File: config.mk
export PLATFORM = sky130hd
export DESIGN_NAME = fifo_arbiter
export DESIGN_NICKNAME = d
export VERILOG_FILES = /design/src/rtl/fifo_arbiter_pkg.sv /design/src/rtl/fifo_arbiter_bit_queue.sv /design/src/rtl/fifo_arbiter.sv
export SDC_FILE = /design/constraint.sdc
export NUM_CORES = 1
export LEC_CHECK = 0
export CORE_AREA = 2 2 42 48
export CTS_BUF_LIST = sky130_fd_sc_hd__clkbuf_8
export CTS_CLUSTER_SIZE = 28
export DETAILED_ROUTE_END_ITERATION = 10
export DIE_AREA = 0 0 44 50
export GPL_TIMING_DRIVEN = 0
export PLACE_DENSITY_LB_ADDON = 0.25
export SLEW_MARGIN = 20
export SYNTH_ARGS = -nofsm -noshare
export SYNTH_HDL_FRONTEND = slang
export SYNTH_HIERARCHICAL = 1
export SYNTH_SLANG_ARGS = --single-unit
File: constraint.sdc
create_clock -name clk -period 1.92 [get_ports clk]
set_input_delay 0.288 -clock clk [delete_from_list [all_inputs] [get_ports clk]]
set_output_delay 0.288 -clock clk [all_outputs]
set_load 0.1 [all_outputs]
File: src/rtl/fifo_arbiter_pkg.sv
// Shared constants for the two-requester bit FIFO: default depth, count-width
// derivation and requester indices.
package fifo_arbiter_pkg;

    localparam int DEPTH_DEFAULT = 4;

    localparam logic REQ0 = 1'b0;
    localparam logic REQ1 = 1'b1;

    // Width needed to represent occupancies 0..depth inclusive.
    function automatic int cw_of(input int depth);
        return $clog2(depth + 1);
    endfunction

endpackage

File: src/rtl/fifo_arbiter_bit_queue.sv
// Shift-register storage for the arbiter FIFO: entry 0 is the head, a pop shifts
// everything one place toward it, a push writes a single indexed slot.
module bit_queue
    import fifo_arbiter_pkg::*;
#(
    parameter int DEPTH = DEPTH_DEFAULT,
    parameter int CW    = cw_of(DEPTH)
) (
    input  logic          clk,
    input  logic          reset,
    input  logic          clear,
    input  logic          pop,
    input  logic          push,
    input  logic [CW-1:0] wr_idx,
    input  logic          wr_bit,
    output logic          head
);

    logic [DEPTH-1:0] mem;
    logic [DEPTH-1:0] mem_next;

    // The write index is already the post-shift tail, so shift first, then write.
    always_comb begin
        // NOTE: default assigned first so every path drives mem_next and no latch is inferred.
        mem_next = mem;
        if (pop)
            mem_next = mem >> 1;
        for (int i = 0; i < DEPTH; i++) begin
            if (push && (wr_idx == i[CW-1:0]))
                mem_next[i] = wr_bit;
        end
    end

    always_ff @(posedge clk) begin
        // NOTE: the storage is cleared on reset and flush, because stale bits must never reappear at the head.
        if (reset || clear)
            mem <= '0;
        else
            // NOTE: non-blocking so every register samples pre-edge values together.
            mem <= mem_next;
    end

    assign head = mem[0];

endmodule

File: src/rtl/fifo_arbiter.sv
// Two requesters push single bits into a shared FIFO under round-robin arbitration;
// one consumer pops with one-edge latency. Flush empties the queue; errors pulse.
module fifo_arbiter
    import fifo_arbiter_pkg::*;
#(
    parameter int DEPTH = DEPTH_DEFAULT,
    parameter int CW    = cw_of(DEPTH)
) (
    input  logic          clk,
    input  logic          reset,
    input  logic          req0,
    input  logic          d0,
    input  logic          req1,
    input  logic          d1,
    output logic          grant0,
    output logic          grant1,
    input  logic          pop_req,
    input  logic          flush,
    output logic          dout,
    output logic          pop_valid,
    output logic [CW-1:0] count,
    output logic          full,
    output logic          empty,
    output logic          overflow_err,
    output logic          underflow_err
);

    localparam logic [CW-1:0] FULL_CNT = CW'(DEPTH);

    logic          last_grant;
    logic          head;
    logic          pop_ok;
    logic          slot_ok;
    logic          push_ok;
    logic          wr_bit;
    logic [CW-1:0] wr_idx;
    logic [CW-1:0] count_next;
    logic          ovf_next;
    logic          unf_next;

    always_comb begin
        grant0     = 1'b0;
        grant1     = 1'b0;
        pop_ok     = pop_req && !flush && !reset && (count != '0);
        // A pop at the same edge frees a slot even when the queue is full.
        slot_ok    = !flush && !reset && ((count != FULL_CNT) || pop_ok);

        if (slot_ok) begin
            if (req0 && req1) begin
                grant0 = (last_grant == REQ1);
                grant1 = (last_grant == REQ0);
            end else begin
                grant0 = req0;
                grant1 = req1;
            end
        end

        push_ok    = grant0 || grant1;
        wr_bit     = grant0 ? d0 : d1;
        wr_idx     = pop_ok ? CW'(count - 1'b1) : count;

        ovf_next   = (req0 || req1) && !slot_ok && !flush;
        unf_next   = pop_req && (count == '0) && !flush;

        count_next = count;
        if (flush)
            count_next = '0;
        else if (push_ok && !pop_ok)
            count_next = CW'(count + 1'b1);
        else if (pop_ok && !push_ok)
            count_next = CW'(count - 1'b1);
    end

    always_ff @(posedge clk) begin
        if (reset) begin
            count         <= '0;
            last_grant    <= REQ1;
            dout          <= 1'b0;
            pop_valid     <= 1'b0;
            overflow_err  <= 1'b0;
            underflow_err <= 1'b0;
        end else begin
            count         <= count_next;
            pop_valid     <= pop_ok;
            overflow_err  <= ovf_next;
            underflow_err <= unf_next;
            if (pop_ok)
                dout <= head;
            if (push_ok)
                last_grant <= grant1 ? REQ1 : REQ0;
        end
    end

    assign full  = (count == FULL_CNT);
    assign empty = (count == '0);

    bit_queue #(
        .DEPTH (DEPTH),
        .CW    (CW)
    ) u_queue (
        .clk    (clk),
        .reset  (reset),
        .clear  (flush),
        .pop    (pop_ok),
        .push   (push_ok),
        .wr_idx (wr_idx),
        .wr_bit (wr_bit),
        .head   (head)
    );

endmodule

==> results of run 1 <==
==> per-stage QoR <==
| step | total power [uW] | instance area, sq um | hold slack [ns] |
|---|---|---|---|
| global route | 742 | 1260 | 0.435 |
| CTS | 702 | 1180 | 0.405 |
| finish | 715 | 1260 | 0.433 |
| detailed placement | 455 | 1030 | 0.482 |
| global placement | 453 | 1030 | 0.470 |
| floorplan | 406 | 826 | 0.355 |
==> sequential cells by signal, indices dropped and copies added, names as in the netlist <==
register / count
last_grant: 1
count: 3
underflow_err: 1
pop_valid: 1
dout: 1
overflow_err: 1
u_queue/mem: 4
==> kinds of logic after synthesis <==
kind of cell               after synthesis  share of synthesized area [%]
DFF                                     12                           33.7
and+or+nand+nor                         29                           28.1
muxes                                    7                           10.2
adders and majority gates                4                           7.03
AOI/OAI and AO/OA                       14                           14.6
buffers and inverters                    5                           2.64
xor gates and xnor gates                 3                           3.69
==> cell type report <==
| type | count | area (sq um) | area share (%) |
|---|---|---|---|
| Tap cell | 18 | 22.5 | 1.78 |
| Clock inverter | 1 | 3.75 | 0.297 |
| Inverter | 5 | 36.3 | 2.87 |
| Timing Repair Buffer | 31 | 264 | 20.9 |
| Multi-Input combinational cell | 57 | 646 | 51.0 |
| Clock buffer | 3 | 41.3 | 3.26 |
| Sequential cell | 12 | 251 | 19.9 |
==> cells in the final DEF (no fill, tap or decap), types with 2 or more instances in the layout <==
cell             instances
inv_1                    2
mux2_4                   2
dfxtp_1                  9
mux2i_1                  5
o21ai_1                  2
o21ai_2                  2
nand2_1                  2
nor3_1                   3
xor2_1                   2
and2_1                   2
buf_2                    3
nand4bb_4                2
dfxtp_4                  3
ha_4                     3
a2111oi_4                3
buf_6                    2
inv_4                    2
o21ai_0                  2
nor2_1                   6
clkdlybuf4s50_1          3
dlygate4sd2_1            7
clkdlybuf4s15_2          2
clkbuf_8                 3
buf_4                   11
==> per-layer routing <==
metal,routed length [um],GRT usage (%),share of wire [%],up-vias
li1,-,-,-,345
met1,818,19.5,40,333
met2,1120,35.3,55,23
met3,69,3.30,3.4,4
met4,31,6.06,1.5,0
met5,0,0,0,-
==> worst paths after layout <==
check	start	to	slack, ns
max reg2reg	count[0]	u_queue/mem[0]	-0.15
min	flush	u_queue/mem[0]	0.43
max	count[0]	u_queue/mem[0]	-0.15
min reg2reg	dout	dout	0.49
==> synth_stat cells (2+ instances only) <==
cell type / count / area, sq um
inv_1: 3 / 11.3
mux2i_1: 5 / 50.1
nand2_1: 2 / 7.51
and2_1: 2 / 12.5
nor2b_1: 2 / 12.5
nand4bb_1: 2 / 22.5
nor3_1: 3 / 15.0
o21ai_0: 4 / 20.0
inv_2: 2 / 7.51
a2111oi_0: 2 / 17.5
o21ai_1: 2 / 10.0
nor2_1: 7 / 26.3
mux2_1: 2 / 22.5
xor2_1: 2 / 17.5
dfxtp_1: 12 / 240
ha_1: 4 / 50.1
==> critical path, stage by stage (launching register included) <==
cell and delay [ns]:
dfxtp_4 0.35, inv_4 0.04, buf_6 0.11, ha_4 0.14, and3_4 0.16, mux2_4 0.31, or4b_4 0.56, a2111oi_4 0.29
==> power breakdown <==
| group | leakage, uW | switching, uW | internal, uW |
|---|---|---|---|
| logic | 0.000406 | 139 | 82.1 |
| registers | 0.0000996 | 6.93 | 253 |
| clock network | 0.0000269 | 92.9 | 141 |
| total | 0.000533 | 238 | 476 |
==> what timing repair did <==
item,4_1_cts,5_1_grt
pin swaps,5,5
gates resized for setup,46,8
endpoints found under the setup margin,18,6
buffers inserted,8,5
==> flow_summary.json, run 1 <==
{
  "crit_path_kind": "reg2reg",
  "cts_max_level": 1,
  "postSynth.asyncResetShare_pct": 0,
  "dp_cells": 110,
  "critPathCaptureType": "flop",
  "worstRegToRegCells": 7,
  "setup-violations-final": 3,
  "gpl_wtd_cong": 0.716,
  "synthesis.nets": 86,
  "grt_remaining_overflow": 0,
  "ys.flop_type": "dfxtp_1",
  "cts.root.buffer_cell": "clkbuf_8",
  "synth_edf_count": 0,
  "pwr_density_cell_nw_per_um2": 565,
  "fp-row-count": 16,
  "postRouteAntennaNets": 0,
  "cts.path.max_buffers": 2,
  "failed_checks": "negative setup slack",
  "die_y_um": 50,
  "layout_min_cycle_time_ns": 2.07,
  "ir_worst_vdd_uv": 444,
  "finish.utilization_pct": 73.5,
  "setup_ws_ns": -0.152,
  "die_x_um": 44,
  "detail_route.wl_per_cell_um": 16.0,
  "drc": 0,
  "area_delta_synth_final_pct": 77.7,
  "floorplan.initialDensity_pct": 41.4,
  "fmax_ghz": 0.483,
  "initial_drt_pass_iterations": 4,
  "grt_pass1_vias": 708,
  "synthesis.yosys.warnings": 6,
  "cp.arrival_ns": 2.21,
  "worstSkewPairLatency_ns": 0.24,
  "tritoncts.num_buffers": 3,
  "cts_tree": "yes",
  "io_pins": 19,
  "synth_sequential_area_ratio_pct": 33.7,
  "grt_antenna_before_repair": 0,
  "ctsHoldBuffers": 0,
  "max_slew.worst_pin.slew_ns": 0.992,
  "dr_total_vias": 705,
  "combined_global_route_utilization_of_all_metal_layers_pct": 18.5,
  "synth.ff_latch_count": 12,
  "synth.cell_area_sq_um": 712,
  "synthesis.instances": 74,
  "maxSlewHeadroom_pct": 34.1,
  "fin_tns_setup_ns": -0.291,
  "finish.cell_count_without_fillers": 127,
  "timing.critical_path.fanout_max": 3,
  "post_layout_nets": 122,
  "required_ns": 2.06,
  "post_drt_via_cell_ratio": 5.55,
  "first_pass_grt_wire_length_um": 3000,
  "clk_pin_slew_ns": 0.05,
  "static_leak_uw": 0.000533,
  "dr.first_iter.drc_count": 11,
  "dp_hpwl_um": 1130,
  "post-route-period-util_pct": 108,
  "floorplan.core_area_sq_um": 1720,
  "grt_setup_unrepaired": "true",
  "num_antenna_cells": 0,
  "io_buffers": 18,
  "launching_element_type_of_the_critical_path": "flop",
  "holdCritPathClass": "in2reg",
  "largest_net_degree_at_the_start_of_global_routing": 10,
  "maxcap_viol_count": 0,
  "clkSinkCount": 12,
  "final_layout_size_suffix_gt1_share_pct": 48.6,
  "filler_cell_count": 137,
  "report.final.slew_viol_count": 0,
  "netlist-cell-type-count": 34,
  "die_area_sq_um": 2200,
  "dpl_worst_slack_ns": -1.04,
  "skew_ns": 0.00521,
  "final_wirelength_um": 2040,
  "status": "complete, but fails checks",
  "min_delay_path_depth": 2,
  "final-hold-violation-count": 0,
  "syn_area_per_cell_sq_um": 9.62
}
Power figures use the tool's default switching activity.
==> run 2, diff against run 1 <==
SETUP_SLACK_MARGIN = 0.3   (was unset)
==> run 2 against run 1 <==
The run still ends with negative setup slack left. Largest power group is now the clock network. Via count shrank 3.0%. Die area unchanged. Maximum frequency is 3.9% higher. Clock skew is 0.0049 ns lower. Largest cell class unchanged. Critical path type unchanged. Critical path depth fell by 1.
==> flow_summary.json, run 2 (synthesis results as in run 1) <==
{
  "status": "complete, but fails checks",
  "failed_checks": "negative setup slack",
  "largest_net_degree_at_the_start_of_global_routing": 10,
  "final_common_cell": "buf_4",
  "largest_reg_flops": 4,
  "cts.root.buffer_cell": "clkbuf_8",
  "layout_min_cycle_time_ns": 1.99,
  "required_ns": 2.06,
  "largest_register": "u_queue/mem",
  "combined_global_route_utilization_of_all_metal_layers_pct": 16.9,
  "report.final.slew_viol_count": 0,
  "ir_worst_vdd_uv": 520,
  "cts_tree": "yes",
  "static_leak_uw": 0.000492,
  "io_pins": 19,
  "floorplan.initialDensity_pct": 41.4,
  "clk_pin_slew_ns": 0.05,
  "fmax_ghz": 0.501,
  "maxcap_viol_count": 0,
  "area_delta_synth_final_pct": 74.0,
  "timing.critical_path.fanout_max": 2,
  "post_drt_via_cell_ratio": 5.52,
  "launching_element_type_of_the_critical_path": "flop",
  "grt_pass1_vias": 679,
  "grt_setup_unrepaired": "true",
  "initial_drt_pass_iterations": 4,
  "first_pass_grt_wire_length_um": 2820,
  "detail_route.wl_per_cell_um": 13.9,
  "most-common-layout-cells": "buf_4, dfxtp_1, clkdlybuf4s15_2, nor2_1, mux2i_1",
  "dp_hpwl_um": 1100,
  "pwr_density_cell_nw_per_um2": 610,
  "filler_cell_count": 128,
  "num_antenna_cells": 0,
  "worstSkewPairLatency_ns": 0.24,
  "fp-row-count": 16,
  "setup-violations-final": 1,
  "tritoncts.num_buffers": 3,
  "final-hold-violation-count": 0,
  "setup_ws_ns": -0.0745,
  "final_layout_size_suffix_gt1_share_pct": 54.7,
  "minimum_hold_slack_ns": 0.408,
  "die_y_um": 50,
  "reg_top3": "u_queue/mem (4), count (3)",
  "maxSlewHeadroom_pct": 64.0,
  "critPathCaptureType": "flop",
  "cp.arrival_ns": 2.13,
  "postRouteAntennaNets": 0,
  "cts.path.max_buffers": 2,
  "post_layout_nets": 119,
  "dr.first_iter.drc_count": 9,
  "dr_total_vias": 684,
  "finish.utilization_pct": 71.9,
  "die_x_um": 44,
  "die_area_sq_um": 2200,
  "holdCritPathClass": "in2reg",
  "max_slew.worst_pin.slew_ns": 0.543,
  "cts_max_level": 1,
  "grt_remaining_overflow": 0,
  "grt_antenna_before_repair": 0,
  "gpl_wtd_cong": 0.718,
  "final_wirelength_um": 1720,
  "skew_ns": 0.000258,
  "ctsHoldBuffers": 0,
  "post-route-period-util_pct": 104,
  "floorplan.core_area_sq_um": 1720,
  "crit_path_kind": "reg2reg",
  "drc": 0,
  "clkSinkCount": 12,
  "io_buffers": 18
}
run 2: worst paths after layout:
| check | from | endpoint | slack, ns | cells past startpoint |
|---|---|---|---|---|
| max | count[1] | u_queue/mem[0] | -0.07 | 6 |
| min | reset | dout | 0.41 | 2 |
| min reg2reg | u_queue/mem[0] | dout | 0.49 | 2 |
| max reg2reg | count[1] | u_queue/mem[0] | -0.07 | 6 |
run 2: report_power, final:
group | total, uW | internal [uW] | leakage [uW] | switching, uW
Sequential | 260 | 253 | 0.0000996 | 7.01
Clock | 276 | 181 | 0.0000288 | 95.1
Combinational | 219 | 86.6 | 0.000364 | 132
Total | 756 | 521 | 0.000492 | 235
run 2: layer usage:
layer | share of wire, % | up-vias | GRT usage, %
met1 | 45 | 320 | 21.3
li1 | - | 339 | -
met5 | 0 | - | 0
met4 | 0.70 | 0 | 6.06
met3 | 4.8 | 2 | 3.30
met2 | 49 | 23 | 27.7
run 2: metrics by stage:
stage | instance area [sq um] | power, uW | instances | worst slack (ns) | TNS, ns
floorplan | 827 | 406 | 74 | -0.254 | -1.07
finish | 1240 | 756 | 124 | -0.0745 | -0.0745
global route | 1240 | 786 | 124 | -0.128 | -0.177
detailed placement | 1030 | 455 | 110 | -1.06 | -6.53
global placement | 1030 | 453 | 110 | -1.03 | -6.32
CTS | 1180 | 750 | 121 | -0.0362 | -0.0362
run 2: layout make-up:
class / instances / area [sq um] / area share (%)
Inverter: 5 / 38.8 / 3.13
Sequential cell: 12 / 251 / 20.3
Tap cell: 18 / 22.5 / 1.82
Timing Repair Buffer: 28 / 282 / 22.7
Clock buffer: 4 / 55.1 / 4.44
Multi-Input combinational cell: 57 / 589 / 47.6
run 2: what timing repair did:
item                                    4_1_cts  5_1_grt
gates resized for setup                      71        5
endpoints found under the setup margin       18       10
pin swaps                                     6        3
setup buffers                                 7        3
cloned                                        0        0
run 2: critical path, stage by stage, from the launching register on:
cell and delay [ns]:
dfxtp_4 0.35, inv_4 0.07, ha_4 0.13, and3_4 0.17, mux2_4 0.31, or4b_4 0.56
a2111oi_4 0.31
